==> config.mk <==
export PLATFORM = sky130hd
export DESIGN_NAME = dma_copy_engine
export DESIGN_NICKNAME = d
export VERILOG_FILES = /design/src/rtl/dma_copy_engine.sv
export SDC_FILE = /design/constraint.sdc
export NUM_CORES = 1
export LEC_CHECK = 0
export BUFFER_PORTS_ARGS = -buffer_cell sky130_fd_sc_hd__clkbuf_2
export CAP_MARGIN = 25
export CELL_PAD_IN_SITES_DETAIL_PLACEMENT = 0
export CELL_PAD_IN_SITES_GLOBAL_PLACEMENT = 2
export CORE_MARGIN = 2
export CORE_UTILIZATION = 28
export DETAILED_ROUTE_END_ITERATION = 16
export GPL_ROUTABILITY_DRIVEN = 0
export PLACE_DENSITY = 0.8
export RECOVER_POWER = 100
export SYNTH_ARGS = -nofsm -noshare
export SYNTH_HDL_FRONTEND = slang
export SYNTH_SLANG_ARGS = --single-unit
export TNS_END_PERCENT = 5
==> constraint.sdc <==
create_clock -name clk -period 3.37 [get_ports clk]
set_input_delay 0.1685 -clock clk [delete_from_list [all_inputs] [get_ports clk]]
set_output_delay 0.1685 -clock clk [all_outputs]
set_load 0.02 [all_outputs]
==> src/rtl/dma_copy_engine.sv <==
// Single-channel word copy engine sharing the data-memory port with the CPU.
// The CPU's MEM stage always has priority; the DMA stalls in READ/WRITE while cpu_mem_req is high.
//
// state | meaning
// IDLE  | waiting for start; checks alignment and zero length
// READ  | issue read of src_ptr when the port is free
// WAIT  | capture read data, advance src_ptr
// WRITE | issue write of data_buf to dst_ptr when the port is free
// DONE  | one-cycle completion pulse
module dma_copy_engine (
    input  logic        clk,
    input  logic        reset,
    input  logic [31:0] cfg_src,
    input  logic [31:0] cfg_dst,
    input  logic [15:0] cfg_len,
    input  logic        start,
    input  logic        cpu_mem_req,
    input  logic [31:0] mem_rdata,
    output logic [31:0] mem_addr,
    output logic        mem_read_en,
    output logic        mem_write_en,
    output logic [31:0] mem_wdata,
    output logic        grant_dma,
    output logic        busy,
    output logic        done,
    output logic        err
);

    typedef enum logic [2:0] {
        IDLE  = 3'd0,
        READ  = 3'd1,
        WAIT  = 3'd2,
        WRITE = 3'd3,
        DONE  = 3'd4
    } state_t;

    state_t      state, state_nxt;
    logic [31:0] src_ptr, src_ptr_nxt;
    logic [31:0] dst_ptr, dst_ptr_nxt;
    logic [15:0] remaining, remaining_nxt;
    logic [31:0] data_buf, data_buf_nxt;
    logic        err_q, err_nxt;
    logic        zdone_q, zdone_nxt;
    logic        aligned;

    assign aligned = (cfg_src[1:0] == 2'b00) && (cfg_dst[1:0] == 2'b00);

    always_ff @(posedge clk or posedge reset) begin
        if (reset) begin
            state     <= IDLE;
            src_ptr   <= 32'd0;
            dst_ptr   <= 32'd0;
            remaining <= 16'd0;
            data_buf  <= 32'd0;
            err_q     <= 1'b0;
            zdone_q   <= 1'b0;
        end else begin
            state     <= state_nxt;
            src_ptr   <= src_ptr_nxt;
            dst_ptr   <= dst_ptr_nxt;
            remaining <= remaining_nxt;
            data_buf  <= data_buf_nxt;
            err_q     <= err_nxt;
            zdone_q   <= zdone_nxt;
        end
    end

    always_comb begin
        state_nxt     = state;
        src_ptr_nxt   = src_ptr;
        dst_ptr_nxt   = dst_ptr;
        remaining_nxt = remaining;
        data_buf_nxt  = data_buf;
        err_nxt       = 1'b0;
        zdone_nxt     = 1'b0;
        mem_addr      = 32'd0;
        mem_read_en   = 1'b0;
        mem_write_en  = 1'b0;
        mem_wdata     = 32'd0;

        unique case (state)
            IDLE: begin
                if (start) begin
                    // Misalignment is reported even when the length is zero.
                    if (!aligned) begin
                        err_nxt = 1'b1;
                    end else if (cfg_len == 16'd0) begin
                        zdone_nxt = 1'b1;
                    end else begin
                        src_ptr_nxt   = cfg_src;
                        dst_ptr_nxt   = cfg_dst;
                        remaining_nxt = cfg_len;
                        state_nxt     = READ;
                    end
                end
            end
            READ: begin
                if (!cpu_mem_req) begin
                    mem_read_en = 1'b1;
                    mem_addr    = src_ptr;
                    state_nxt   = WAIT;
                end
            end
            WAIT: begin
                data_buf_nxt = mem_rdata;
                src_ptr_nxt  = src_ptr + 32'd4;
                state_nxt    = WRITE;
            end
            WRITE: begin
                if (!cpu_mem_req) begin
                    mem_write_en  = 1'b1;
                    mem_addr      = dst_ptr;
                    mem_wdata     = data_buf;
                    dst_ptr_nxt   = dst_ptr + 32'd4;
                    remaining_nxt = remaining - 16'd1;
                    state_nxt     = (remaining == 16'd1) ? DONE : READ;
                end
            end
            DONE: begin
                state_nxt = IDLE;
            end
            default: begin
                state_nxt = IDLE;
            end
        endcase
    end

    assign grant_dma = mem_read_en | mem_write_en;
    assign busy      = (state != IDLE);
    assign done      = (state == DONE) | zdone_q;
    assign err       = err_q;

endmodule
# Word level (Yosys, flattened, before mapping)
# Cells that the tools add are included.
# Widths: inputs -> output; s select.
dict set report word_totals {
  register_bits 117
  output_inout_bits 70
  wordCells 69
}
dict set report classes {
  add_sub_neg 3
  n_eq_ne 10
  muxes 36
  bitwise_logic 2
  reduce_logical 11
}
# operator count
set ops {}
lappend ops {{$mux 32} 11}
lappend ops {{$pmux 32 s2} 3}
lappend ops {{$add 32x3->32 const B} 2}
lappend ops {{$mux 16} 4}
lappend ops {{$pmux 16 s2} 1}
lappend ops {{$mux 3} 6}
lappend ops {{$eq 16x1->1 const B} 1}
lappend ops {{$logic_not 16->1} 1}
lappend ops {{$sub 16x1->16 const B} 1}
lappend ops {{$pmux 3 s4} 1}
lappend ops {{$mux 1} 10}
lappend ops {{$ne 2x2->1 const B} 5}
lappend ops {{$reduce_and 5->1} 2}
lappend ops {{$eq 3x2->1 const B} 2}
lappend ops {{$logic_not 2->1} 2}
lappend ops {{$reduce_and 4->1} 1}
lappend ops {{$reduce_bool 2->1} 2}
lappend ops {{$eq 3x1->1 const B} 1}
lappend ops {{$eq 3x3->1 const B} 1}
lappend ops {{$logic_not 3->1} 1}
lappend ops {{$reduce_bool 3->1} 1}
lappend ops {{$or 1x1->1} 2}
lappend ops {{$logic_and 1x1->1} 1}

# Longest topological paths before layout
dict set report depth {
  ltp_word 5
  depth_mapped 9
}

# Worst setup path after synthesis
# Ideal clock, no wire load.
dict set report synth_path {
  kind {reg2out}
  start {register state[2]}
  end {output mem_wdata[22]}
  t_arrival_ps 1941
  slack_ps 1261
  path_stages_with_launch 9
  path_buffers 4
  path_cell_list {dfrtp_1 buf_2 and3b_1 clkbuf_1 nand2b_1 inv_1 clkbuf_1 clkbuf_1 and2_1}
}
dict set report synth_via {
  elab_chain_cells 2
}
# item line_no
set synth_rtl {}
lappend synth_rtl {{start, declared} 37} ;# state_t state, state_nxt;
lappend synth_rtl {{start signal, assigned} 58} ;# state <= state_nxt;
lappend synth_rtl {{$eq 3x2->1} 81} ;# unique case (state)
lappend synth_rtl {{$mux 32} 81}
lappend synth_rtl {{end, declared} 22} ;# output logic [31:0] mem_wdata,
# Every way passes these cells.

# Worst setup path after layout
dict set report layout_path {
  start {register state[2]}
  end {output mem_addr[5]}
}
dict set report layout_via {
  elab_chain_cells 2
  elab_cells_between_ends 3
  cone_classes {2 x eq/ne; 1 x mux}
}
# item line_no
set layout_rtl {}
lappend layout_rtl {{$eq 3x2->1 or $eq 3x1->1 (tied branches)} 81}
lappend layout_rtl {{$pmux 32 s2 *} 81}
lappend layout_rtl {{end, declared} 19} ;# output logic [31:0] mem_addr,
# Every way passes the cells marked *; elsewhere a longest branch is shown, timed or not.

==> out/results.txt <==
The share of async-settable or async-resettable flops after synthesis is 1.00. The logs give 0.00387 uW for the static power due to leakage and 0.345 GHz for the maximum clock frequency. The clock arrives with 0.00870 ns of skew. The flip-flop and latch count after synthesis was 117; the clock insertion delay at the later pin of the skew report was 0.42 ns.

The share of final-layout standard cells stronger than drive strength 1 is 0.203. The run gives 0.194 as the overall track demand over capacity in global routing. Worst endpoint required time: 3.20 ns. The tools report the yosys synthesis warning count as 0. For the number of max-capacitance violations reported, the log shows 1. Setup repair after global routing left no endpoint under its margin. The number of distinct library cells after synthesis is 63. Dividing the synthesized area by the synthesized cell count gives 8.48 um^2. The H-tree was split into 4 levels.

The I/O pin count was 186; the average wire length per cell after detail routing was 18.5 um. The initialized floorplan defines 56 standard-cell rows. The completed layout was analyzed and its total power is 8000 uW. The run gives 915 as the post-synth net total. The setup path with the least slack is of type reg -> out. The most common cell in the synthesized netlist is nand2_1. Data arrives at the worst endpoint at 2.73 ns. The first TritonRoute pass finished after 5 iterations. Worst min-delay path class: in -> reg.

The tools report the starting density of the core as 0.286. The floorplan die area came out at 0.0253 mm^2. The most used flip-flop cell after synthesis is dfrtp_1. STA classifies the critical path startpoint as a flop. After detailed routing, the number of remaining DRC violations is 0. The clock passes through at most 2 buffers. The run finished, with violations left.

For this run, the post-layout net count is 1121. For the post-synthesis sequential area ratio, the log shows 0.434. The transition time at the pin with the least slew margin is 2.14 ns.

The proportion of netlist area held by the largest area contributor was 0.434; the count of final setup violators was 0. The floorplan step defined a core boundary enclosing 0.0235 mm^2. Input and output buffers added on the ports amount to 185.

The via count of the first global-routing pass came out at 6726. The largest net degree at the start of global routing was 77; the horizontal die dimension was 159 um. In this run the worst path has a maximum fanout of 40. Using the TritonRoute via totals, the vias-per-cell ratio works out to 5.23. The sequential cells in the finished layout cover a total of 0.00293 mm^2. The final count of pins violating max slew came out at 51.

Cell type with the highest aggregate area in the netlist: dfrtp_1. The count of nets left with antenna violations once routing finished came out at 0. The first-pass GRT wire length was 39000 um. Post-CTS timing repair inserted 0 buffers for setup.

In this run the clock root is driven by a clkbuf_16. Once detailed placement completed, the half-perimeter wirelength came to 17500 um. Dividing total power by cell area gives a power density of 895 mW/mm^2. Synthesis handed over a netlist of 795 instances. From synthesis to final layout, the design area changed by 32.6%.

TritonCTS built the clock tree. Counting every sink on the clock net gives 117. The synthesized design contains 0 enable-type register cells. The clock-pin transition on the worst setup and hold timing paths is 0.06 ns, and the minimum clock period is 2.90 ns. The initial antenna violation count was 0.

The normalized max-slew margin was -0.430. The tools report the number of buffers created by CTS as 17. Routed via count: 6955. The checks that failed: max-capacitance violations, max-slew violations.

The die span in y is 159 um, and the wire length after detailed routing is 24600 um. The tools report the critical path endpoint category as an output pin. By area the synthesized netlist is led by dfrtp_1, nand2_1, a21oi_1. The number of violations reported at the end of detailed-routing iteration 0 was 513. The tools report the summed instance area of the synthesized netlist as 0.00674 mm^2.

In the final layout, the multi-input gates occupy 0.00354 mm^2. The commonest cells after synthesis are nand2_1, dfrtp_1, nor2_1. Setup total negative slack on the finished layout was measured at 0 ns.

The total of fill cells in the finished design was 2523. The worst vdd rail ir drop was 0.332 mV. The total congestion overflow after global routing is 0. The final clock period utilization by the worst path works out to 0.860. The run gives 0 as the final hold violation count. The repair_antennas step left the layout with diodes totalling 0.
[metrics by stage]
stage | worst slack (ns) | cells | util | instance area (um^2) | hold WS [ns]
after detailed placement | 0.801 | 1263 | 0.341 | 8030 | 0.327
after global routing | 0.252 | 1331 | 0.380 | 8940 | 0.0234
after CTS | 0.545 | 1331 | 0.384 | 9050 | 0.00164
after global placement | 0.717 | 1263 | 0.341 | 8030 | 0.326
final | 0.473 | 1331 | 0.380 | 8940 | 0.0127
after floorplan | 0.101 | 795 | - | 6740 | 0.274
[timing repair]
item / 4_1_cts / 5_1_grt
hold buffers: 38 / 0
resized for setup: 0 / 0
hold endpoints to repair: 84 / 0
[registers in the layout (all words and copies together), names as in the netlist]
name	flops
data_buf	32
dst_ptr	32
src_ptr	32
remaining	16
state	3
err	1
zdone_q	1
[routing by layer]
layer  vias to the layer above  GRT usage  share of wire
met3                        17     0.0516          0.076
met2                       270      0.297           0.45
met1                      3317      0.275           0.47
li1                       3351          -              -
met5                         -          0              0
met4                         0     0.0450          0.012
[final cells by class]
class	instances	share of cell area
Multi-Input combinational cell	610	0.397
Sequential cell	117	0.328
Timing Repair Buffer	246	0.156
Clock buffer	21	0.0515
Tap cell	319	0.0446
Clock inverter	9	0.0197
Inverter	9	0.00378
[logic make-up (layout without fill, tap and decap cells)]
family                     after synthesis  after routing  share of synthesized area
and+or+nand+nor                        365            365                      0.265
AOI/OAI and AO/OA                      238            238                      0.248
DFF                                    117            117                      0.434
buffers and inverters                   68            285                     0.0404
adders and majority gates                4              4                    0.00742
muxes                                    2              2                    0.00297
xor gates and xnor gates                 1              1                    0.00130
[final timing paths]
check	from	to	slack (ns)	depth (start not counted)
worst max register to register	state[2]	dst_ptr[11]	0.49	8
max in group asynchronous	reset	dst_ptr[5]	0.88	4
worst min-delay path	cfg_src[13]	src_ptr[13]	0.01	3
worst max-delay path	state[2]	mem_addr[5]	0.47	7
worst min register to register	data_buf[20]	data_buf[20]	0.46	2
min in group asynchronous	reset	src_ptr[1]	1.00	3
[cells in the final DEF (no fill, tap or decap), drive strengths merged, types with 6 or more instances in the layout]
cell type / n
buf: 16
and3: 9
inv: 9
nor3: 16
clkbuf: 213
nand4: 18
a211oi: 13
o21a: 6
a22o: 33
o22ai: 12
a311oi: 11
dlygate4sd3: 38
and2: 44
a31oi: 13
o221a: 10
nand2: 143
o21ai: 34
nand3: 35
o22a: 13
nor4: 11
and4: 10
nor2: 59
a21oi: 56
dfrtp: 117
[power breakdown]
part           internal, uW  switching (uW)
clock                  1340             685
combinational          1190            2030
sequential             2020             736
[critical path: stages, from the launching register on]
cell and delay [ns]:
dfrtp_1 0.48, and3b_2 0.28, nand2b_1 0.05, clkbuf_1 0.18
inv_2 0.37, buf_4 0.44, a22o_1 0.20, clkbuf_1 0.29
Note: power is estimated with default switching activity, not from simulation.
